### config.mk
export PLATFORM = sky130hd
export DESIGN_NAME = eth_frame_dropper
export DESIGN_NICKNAME = d
export VERILOG_FILES = /design/src/rtl/eth_frame_dropper.sv
export SDC_FILE = /design/constraint.sdc
export NUM_CORES = 1
export LEC_CHECK = 0
export BUFFER_PORTS_ARGS = -buffer_cell sky130_fd_sc_hd__buf_2
export CORE_MARGIN = 4
export CORE_UTILIZATION = 43
export DETAILED_ROUTE_END_ITERATION = 8
export PLACE_DENSITY_LB_ADDON = 0.1
export SLEW_MARGIN = 20
export SYNTH_ARGS = -nofsm -noshare
export SYNTH_HDL_FRONTEND = slang
export SYNTH_SLANG_ARGS = --single-unit
export TNS_END_PERCENT = 30
### constraint.sdc
create_clock -name clk -period 2.35 [get_ports clk]
set_input_delay 0.47 -clock clk [delete_from_list [all_inputs] [get_ports clk]]
set_output_delay 0.47 -clock clk [all_outputs]
set_load 0.005 [all_outputs]
### src/rtl/eth_frame_dropper.sv
// AXI4-Stream frame filter: discards whole frames whose first beat arrives while the
// rear FIFO is almost full, otherwise forwards them through a one-deep register slice.
module eth_frame_dropper #(
  parameter int C_AXIS_TDATA_WIDTH = 8,
  parameter int C_AXIS_TKEEP_WIDTH = C_AXIS_TDATA_WIDTH / 8
) (
  input  logic                          clk,
  input  logic                          rstn,
  input  logic                          drop_enable,
  input  logic                          fifo_is_almost_full,
  input  logic [C_AXIS_TDATA_WIDTH-1:0] s_axis_tdata,
  input  logic [C_AXIS_TKEEP_WIDTH-1:0] s_axis_tkeep,
  input  logic                          s_axis_tvalid,
  output logic                          s_axis_tready,
  input  logic                          s_axis_tlast,
  output logic [C_AXIS_TDATA_WIDTH-1:0] m_axis_tdata,
  output logic [C_AXIS_TKEEP_WIDTH-1:0] m_axis_tkeep,
  output logic                          m_axis_tvalid,
  input  logic                          m_axis_tready,
  output logic                          m_axis_tlast,
  output logic [1:0]                    o_dbg_state
);

  typedef enum logic [1:0] {
    IDLE = 2'd0,
    PASS = 2'd1,
    DROP = 2'd2
  } state_t;

  state_t                          r_state;
  logic                            r_m_valid;
  logic [C_AXIS_TDATA_WIDTH-1:0]   r_m_data;
  logic [C_AXIS_TKEEP_WIDTH-1:0]   r_m_keep;
  logic                            r_m_last;

  logic w_out_ready;
  logic w_drop_now;
  logic w_s_ready;
  logic w_s_hs;
  logic w_load;

  // Handshakes: a beat transfers on a rising edge where valid && ready; a source holds
  // its beat stable until then, and ready may depend combinationally on the sink side.
  assign w_out_ready = !r_m_valid || m_axis_tready;
  assign w_drop_now  = drop_enable && fifo_is_almost_full;

  always_comb begin
    w_s_ready = w_out_ready;
    case (r_state)
      IDLE:    w_s_ready = w_drop_now ? 1'b1 : w_out_ready;
      PASS:    w_s_ready = w_out_ready;
      DROP:    w_s_ready = 1'b1;
      default: w_s_ready = w_out_ready;
    endcase
  end

  assign w_s_hs = s_axis_tvalid && w_s_ready;
  // Only the first beat of a frame looks at the flag; later beats follow the frame's fate.
  assign w_load = w_s_hs && ((r_state == PASS) || ((r_state == IDLE) && !w_drop_now));

  always_ff @(posedge clk or negedge rstn) begin
    if (!rstn) begin
      r_state   <= IDLE;
      r_m_valid <= 1'b0;
      r_m_data  <= '0;
      r_m_keep  <= '0;
      r_m_last  <= 1'b0;
    end else begin
      if (w_s_hs) begin
        case (r_state)
          IDLE: begin
            if (s_axis_tlast) r_state <= IDLE;
            else if (w_drop_now) r_state <= DROP;
            else r_state <= PASS;
          end
          PASS:    if (s_axis_tlast) r_state <= IDLE;
          DROP:    if (s_axis_tlast) r_state <= IDLE;
          default: r_state <= IDLE;
        endcase
      end

      if (w_load) begin
        r_m_valid <= 1'b1;
        r_m_data  <= s_axis_tdata;
        r_m_keep  <= s_axis_tkeep;
        r_m_last  <= s_axis_tlast;
      end else if (m_axis_tready) begin
        r_m_valid <= 1'b0;
      end
    end
  end

  assign s_axis_tready = w_s_ready;
  assign m_axis_tvalid = r_m_valid;
  assign m_axis_tdata  = r_m_data;
  assign m_axis_tkeep  = r_m_keep;
  assign m_axis_tlast  = r_m_last;
  assign o_dbg_state   = r_state;

endmodule

==> flow_metrics.tcl, run 1 <==
set metrics [dict create \
    avgSynthCellArea_um2 13.7 \
    num_vias 453 \
    yosys-top-cells-area "dfrtp_1 54%, mux2_2 19%, ha_1 6.2%, o221ai_4 4.4%, o21ai_0 3.3%" \
    fp-row-count 13 \
    worstSetupPathType "reg -> out" \
    holdBufCountCts 0 \
    antenna_cells 0 \
    hold_violations 0 \
    arrival_ps 1750 \
    layout-drive-gt1-share_pct 59.7 \
    max_stage_delay_ps 400 \
    syn_area_um2 603 \
    total_power_w 0.000945 \
    dr.first_iter.drc_count 2 \
    irDropWorstVdd_mv 0.634 \
    cpMaxStageDelayCell "or3b_4" \
    io_pins 30 \
    port_buffers 29 \
    critPathBufInv 2 \
    max_freq_ghz 0.451 \
    cts_buffers 3 \
    drtAntennaViolNets 0 \
    tns_ps 0 \
    die-area_um2 2070 \
    top_layer_used "met4" \
    wl_per_cell_um 13.0 \
    yosysSeqAreaShare_pct 53.9 \
    die_h_um 45.5 \
    postCtsSetupBuffers 0 \
    grt_setup_unrepaired "false" \
    status "completed" \
    path_clk_slew_ps 70 \
    drv_slew 0 \
    slew_headroom_pct 69.8 \
    ys_seq_elements 13 \
    yosys_warnings 0 \
    firstDrtPassIters 4 \
    antenna_found_initial 0 \
    wirelength_mm 1.19 \
    period_share_pct 94.3 \
    cp-end-kind "primary output" \
    power_leakage_nw 0.392 \
    start_util_pct 45.8 \
    die_w_um 45.5 \
    cts-root-buf "clkbuf_4" \
    synth_cell_types 14 \
    cp-start-kind "flip-flop" \
    drc 0 \
    critPathMaxFanout 4 \
    period_minus_slack_ps 2220 \
    cap_violations 0 \
    hpwlAfterDp_um 970 \
    grt_pass1_vias 410 \
    cts_resized 0 \
    wl_met1_um 509 \
    clock_sinks 13 \
    clk_latency_ps 270 \
    vias_per_cell 4.92 \
    core_area_um2 1320 \
    finalSetupViolCount 0 \
    yosys.area.top_type "dfrtp_1" \
    cp_data_required_time_ps 1880 \
    path_delay_family "simple AND/OR/NAND/NOR gates" \
    final_nets 97 \
    cts_tree "built" \
    syn2layout_area_growth_pct 31.5 \
    power.density_nw_per_um2 1190 \
    grt_usage_pct 13.1 \
    clockBufferDepth 2 \
    grt_pass1_wl_mm 1.87 \
    syn_inst 44 \
    dr_wl_met2_um 553 \
    grt_overflow 0 \
    syn_nets 63 \
    htree_levels 1 \
    yosysTopAreaCellShare_pct 53.9 \
    crit_chain "inv_1 > ha_1 > or3b_4 > or2_2 > buf_2" \
    tightest_slew_ps 448 \
    min_path_type "in -> async" \
    skew_ps 0.448 \
    gp_congestion 0.908 \
    grt_max_degree 14 \
    dr_wl_met3_um 108 \
]
-- area by class of cell --
type	instances	area, um2
Clock buffer	4	26.3
Fill cell	110	524
Inverter	4	15.0
Multi-Input combinational cell	27	263
Sequential cell	13	325
Tap cell	15	18.8
Timing Repair Buffer	29	145
-- sequential cells by signal, summed over array words and instances, names as in the netlist --
| name | flops |
|---|---|
| m_axis_tdata | 8 |
| o_dbg_state | 2 |
| m_axis_tkeep | 1 |
| m_axis_tlast | 1 |
| m_axis_tvalid | 1 |
-- Yosys cell counts --
master and instances:
dfrtp_1 13, mux2_2 10, inv_1 4, o21ai_0 4
ha_1 3, nand4_1 2, a21boi_0 1, and3_1 1
nand2_1 1, nor3b_1 1, o221a_2 1, o221ai_4 1
or2_2 1, or3b_4 1
-- metrics by stage --
| stage | worst slack (ps) | instances | hold slack, ps | area [um2] | util (%) |
|---|---|---|---|---|---|
| 2_1_floorplan | 542 | 44 | 174 | 603 | - |
| 3_3_place_gp | 477 | 88 | 371 | 767 | 58.2 |
| 3_5_place_dp | 416 | 88 | 369 | 767 | 58.2 |
| 4_1_cts | 120 | 92 | 64.3 | 793 | 60.2 |
| 5_1_grt | 80.2 | 92 | 68.5 | 793 | 60.2 |
| 6_report | 134 | 92 | 67.1 | 793 | 60.2 |
-- cells in the final DEF (no fill, tap or decap) --
cell type and instances:
or2_2 1, inv_1 4, nand4_1 2, buf_2 29, a21boi_0 1, o221ai_4 1
o21ai_0 4, nor3b_1 1, ha_1 3, and3_1 1, clkbuf_1 1, clkbuf_4 3
mux2_2 10, or3b_4 1, dfrtp_1 13, o221a_2 1, nand2_1 1
-- logic make-up (layout without fill, tap and decap cells) --
kind of cell | after synthesis | count (layout) | synth area share (%)
AOI/OAI and AO/OA | 7 | 7 | 10.8
adders and majority gates | 3 | 3 | 6.22
buffers and inverters | 4 | 37 | 2.49
DFF | 13 | 13 | 53.9
muxes | 10 | 10 | 18.7
and+or+nand+nor | 7 | 7 | 7.88
-- per-layer routing --
layer  track usage (%)  vias to the layer above
li1                  -                      224
met1              17.0                      203
met2              19.5                       24
met3              3.95                        2
met4              7.02                        0
met5                 0                        -
-- where the power goes --
group | internal [W] | total [W] | leakage (nW) | switching (W)
sequential | 0.000333 | 0.000388 | 0.156 | 0.0000558
clock | 0.0000658 | 0.000133 | 0.0150 | 0.0000676
combinational | 0.000239 | 0.000424 | 0.222 | 0.000185
total | 0.000637 | 0.000945 | 0.392 | 0.000308
-- path summary, 6_finish.rpt --
check,startpoint,end,slack (ps),cells past startpoint
setup / recovery,o_dbg_state[0]$_DFFE_PN0P_,s_axis_tready,130,5
max in group asynchronous,rstn,m_axis_tkeep$_DFFE_PN0P_,2060,1
setup reg to reg,o_dbg_state[0]$_DFFE_PN0P_,m_axis_tdata[2]$_DFFE_PN0P_,420,5
hold reg to reg,m_axis_tdata[7]$_DFFE_PN0P_,m_axis_tdata[7]$_DFFE_PN0P_,500,1
min in group clk,m_axis_tready,m_axis_tvalid$_DFFE_PN0P_,420,2
hold / removal,rstn,m_axis_tdata[7]$_DFFE_PN0P_,70,1
Note: power is estimated with default switching activity, not from simulation.
==> inputs of run 2 (changes only) <==
Settings changed: ABC_AREA set to 0.
Clock period 2.35 ns to 2.53 ns, I/O delays scaled along.
==> flow_metrics.tcl, run 2 (synthesized netlist as in run 1, its figures left out) <==
set metrics [dict create \
    vias_per_cell 5.05 \
    max_stage_delay_ps 400 \
    cap_violations 0 \
    postCtsSetupBuffers 0 \
    hold_violations 0 \
    slew_headroom_pct 68.8 \
    wl_per_cell_um 12.7 \
    grt_pass1_wl_mm 1.99 \
    cts_tree "built" \
    die_h_um 45.5 \
    die_w_um 45.5 \
    cp-start-kind "flip-flop" \
    status "completed" \
    dr.first_iter.drc_count 2 \
    antenna_cells 0 \
    clk_latency_ps 270 \
    power_leakage_nw 0.392 \
    drv_slew 0 \
    period_minus_slack_ps 2230 \
    port_buffers 29 \
    holdBufCountCts 0 \
    power.density_nw_per_um2 1100 \
    cpMaxStageDelayCell "or3b_4" \
    skew_ps 1.24 \
    num_vias 465 \
    period_share_pct 88.3 \
    gp_congestion 0.887 \
    max_freq_ghz 0.448 \
    firstDrtPassIters 4 \
    tns_ps 0 \
    cts-root-buf "clkbuf_4" \
    finalSetupViolCount 0 \
    wirelength_mm 1.17 \
    crit_chain "inv_1 > ha_1 > or3b_4 > or2_2 > buf_2" \
    grt_max_degree 14 \
    arrival_ps 1730 \
    drtAntennaViolNets 0 \
    irDropWorstVdd_mv 0.530 \
    finalInstanceArea_um2 793 \
    start_util_pct 45.8 \
    path_clk_slew_ps 80 \
    placed_cell_area_um2 767 \
    grt_usage_pct 13.8 \
    cts_buffers 3 \
    antenna_found_initial 0 \
    largest_register_ffs 8 \
    layout_common_cells "29 x buf_2, 13 x dfrtp_1, 10 x mux2_2" \
    drc 0 \
    grt_pass1_vias 458 \
    fp-row-count 13 \
    htree_levels 1 \
    io_pins 30 \
    layout-drive-gt1-share_pct 59.7 \
    tightest_slew_ps 464 \
    grt_overflow 0 \
    hpwlAfterDp_um 969 \
    syn2layout_area_growth_pct 31.5 \
    die-area_um2 2070 \
    cts_resized 0 \
    min_path_type "in -> async" \
    grt_setup_unrepaired "false" \
    critPathMaxFanout 4 \
    cp_data_required_time_ps 2020 \
    clockBufferDepth 2 \
    clock_sinks 13 \
    worstSetupPathType "reg -> out" \
    cp-end-kind "primary output" \
    final_common_cell "buf_2" \
    rr_worst_depth 5 \
    final_nets 97 \
    core_area_um2 1320 \
]
## run 2: power by group
group / switching, W / internal [W]
clock: 0.0000631 / 0.0000610
combinational: 0.000171 / 0.000223
sequential: 0.0000479 / 0.000309
## run 2: routing by layer
layer / share of wire (%) / global-route usage [%] / vias up / wire length (um)
li1: - / - / 230 / -
met1: 41 / 17.0 / 216 / 476
met2: 51 / 22.0 / 19 / 591
met3: 8.6 / 3.95 / 0 / 101
met4: 0 / 7.02 / 0 / 0
met5: 0 / 0 / - / 0
## run 2: worst paths after layout
check,endpoint,slack (ps),start
worst max-delay path,s_axis_tready,300,o_dbg_state[0]$_DFFE_PN0P_
worst min-delay path,m_axis_tdata[1]$_DFFE_PN0P_,110,rstn
worst max register to register,m_axis_tdata[5]$_DFFE_PN0P_,610,o_dbg_state[0]$_DFFE_PN0P_
worst min register to register,m_axis_tdata[7]$_DFFE_PN0P_,500,m_axis_tdata[7]$_DFFE_PN0P_
max in group asynchronous,m_axis_tlast$_DFFE_PN0P_,2200,rstn
min in group clk,m_axis_tvalid$_DFFE_PN0P_,450,m_axis_tready
## run 2: critical path: cells and delay by family (launching register included)
| kind | cells | cell delay (ps) |
|---|---|---|
| fa+ha+maj | 1 | 190 |
| buf+inv | 2 | 210 |
| flops | 1 | 380 |
| simple gates | 2 | 680 |
## run 2: cell type report
class                           instances  area [um2]
Inverter                                4        15.0
Tap cell                               15        18.8
Fill cell                             118         524
Multi-Input combinational cell         27         263
Timing Repair Buffer                   29         145
Sequential cell                        13         325
Clock buffer                            4        26.3
## run 2: per-stage QoR
stage | setup WS (ps) | power [W] | util (%) | hold slack [ps] | cells
2_1_floorplan | 722 | 0.000599 | - | 210 | 44
3_3_place_gp | 599 | 0.000756 | 58.2 | 405 | 88
3_5_place_dp | 586 | 0.000764 | 58.2 | 412 | 88
4_1_cts | 282 | 0.000892 | 60.2 | 113 | 92
5_1_grt | 203 | 0.000958 | 60.2 | 115 | 92
6_report | 297 | 0.000875 | 60.2 | 106 | 92
==> inputs of run 3 (changes only) <==
Settings changed: CAP_MARGIN set to 5, CORE_MARGIN 4 to 2.
==> flow_metrics.tcl, run 3 (synthesized netlist as in run 1, its figures left out) <==
set metrics [dict create \
    nFillCells 120 \
    grt_overflow 0 \
    grt_max_degree 14 \
    max_freq_ghz 0.447 \
    wl_per_cell_um 13.0 \
    slew_headroom_pct 70.1 \
    die-area_um2 1720 \
    clockBufferDepth 2 \
    clock_sinks 13 \
    num_vias 452 \
    antenna_found_initial 0 \
    drtAntennaViolNets 0 \
    drc 0 \
    htree_levels 1 \
    worstSetupPathType "reg -> out" \
    firstDrtPassIters 4 \
    layout_common_cells "29 x buf_2, 13 x dfrtp_1, 10 x mux2_2" \
    postCtsSetupBuffers 0 \
    vias_per_cell 4.91 \
    rrSetupSlack_ps 610 \
    tightest_slew_ps 445 \
    cts_buffers 3 \
    period_minus_slack_ps 2240 \
    cpMaxStageDelayCell "or3b_4" \
    grt_pass1_wl_mm 2.07 \
    hpwlAfterDp_um 959 \
    syn2layout_area_growth_pct 31.5 \
    clk_latency_ps 270 \
    fp-row-count 13 \
    layout-drive-gt1-share_pct 59.7 \
    place_ws_ps 588 \
    wirelength_mm 1.19 \
    max_stage_delay_ps 410 \
    rr_worst_depth 5 \
    cp-end-kind "primary output" \
    irDropWorstVdd_mv 0.672 \
    gp_congestion 0.917 \
    power_leakage_nw 0.392 \
    path_clk_slew_ps 80 \
    finalInstanceArea_um2 793 \
    hold_violations 0 \
    cp-start-kind "flip-flop" \
    utilization_pct 61.0 \
    status "completed" \
    die_h_um 41.5 \
    cap_violations 0 \
    placed_cells 88 \
    fin_cells 92 \
    final_nets 97 \
    final_common_cell "buf_2" \
    arrival_ps 1730 \
    antenna_cells 0 \
    cts_resized 0 \
    placed_cell_area_um2 767 \
    start_util_pct 46.3 \
    r2r-start "o_dbg_state[0]$_DFFE_PN0P_" \
    largest_register_ffs 8 \
    critPathMaxFanout 4 \
    cts_tree "built" \
    cts-root-buf "clkbuf_4" \
    period_share_pct 88.4 \
    holdBufCountCts 0 \
    rr_endpoint "m_axis_tdata[6]$_DFFE_PN0P_" \
    crit_chain "inv_1 > ha_1 > or3b_4 > or2_2 > buf_2" \
    cp_data_required_time_ps 2020 \
    grt_setup_unrepaired "false" \
    grt_usage_pct 16.1 \
    drv_slew 0 \
    dr.first_iter.drc_count 10 \
    grt_pass1_vias 454 \
    die_w_um 41.5 \
    port_buffers 29 \
    finalSetupViolCount 0 \
    tns_ps 0 \
    skew_ps 6.89 \
    min_path_type "in -> async" \
    core_area_um2 1300 \
    io_pins 30 \
    fin_ws_ps 292 \
    power.density_nw_per_um2 1100 \
]
## run 3: cell counts in the layout (fill, tap and decap cells not counted)
No cell type changed its count.
## run 3: routing by layer
metal | vias to the layer above | global-route usage [%] | part of all wire, %
met1 | 215 | 20.5 | 46
met5 | - | 0 | 0
li1 | 226 | - | -
met4 | 0 | 7.74 | 0
met3 | 0 | 4.78 | 3.5
met2 | 11 | 25.0 | 50
## run 3: worst max path at each step
stage,start,endpoint,slack [ps],depth (start not counted)
after CTS,o_dbg_state[0]$_DFFE_PN0P_,s_axis_tready,270,5
after global routing,o_dbg_state[0]$_DFFE_PN0P_,s_axis_tready,230,5
after global placement,m_axis_tready,s_axis_tready,600,4
after floorplan,o_dbg_state[0]$_DFFE_PN0P_,m_axis_tdata[0]$_DFFE_PN0P_,720,5
final,o_dbg_state[0]$_DFFE_PN0P_,s_axis_tready,290,5
after detailed placement,m_axis_tready,s_axis_tready,590,4
## run 3: power by group
| part | leakage (nW) | internal [W] | switching, W |
|---|---|---|---|
| logic | 0.222 | 0.000222 | 0.000171 |
| clock network | 0.0150 | 0.0000610 | 0.0000627 |
| registers | 0.156 | 0.000309 | 0.0000470 |
| total | 0.392 | 0.000592 | 0.000281 |
## run 3: critical path: cells and delay by family, from the launching register on
| kind | cells | cell delay, ps |
|---|---|---|
| adders and majority gates | 1 | 210 |
| and+or+nand+nor | 2 | 690 |
| DFF | 1 | 370 |
| buffers and inverters | 2 | 200 |
## run 3: stage by stage
| stage | hold slack [ps] | total power [W] |
|---|---|---|
| floorplan | 210 | 0.000599 |
| global placement | 406 | 0.000751 |
| detailed placement | 409 | 0.000761 |
| CTS | 105 | 0.000889 |
| global route | 115 | 0.000948 |
| finish | 110 | 0.000873 |
## run 3: area by class of cell
| type | count | area, um2 | share of cell area, % |
|---|---|---|---|
| Clock buffer | 4 | 26.3 | 3.31 |
| Inverter | 4 | 15.0 | 1.89 |
| Multi-Input combinational cell | 27 | 263 | 33.1 |
| Sequential cell | 13 | 325 | 41.0 |
| Tap cell | 15 | 18.8 | 2.37 |
| Timing Repair Buffer | 29 | 145 | 18.3 |
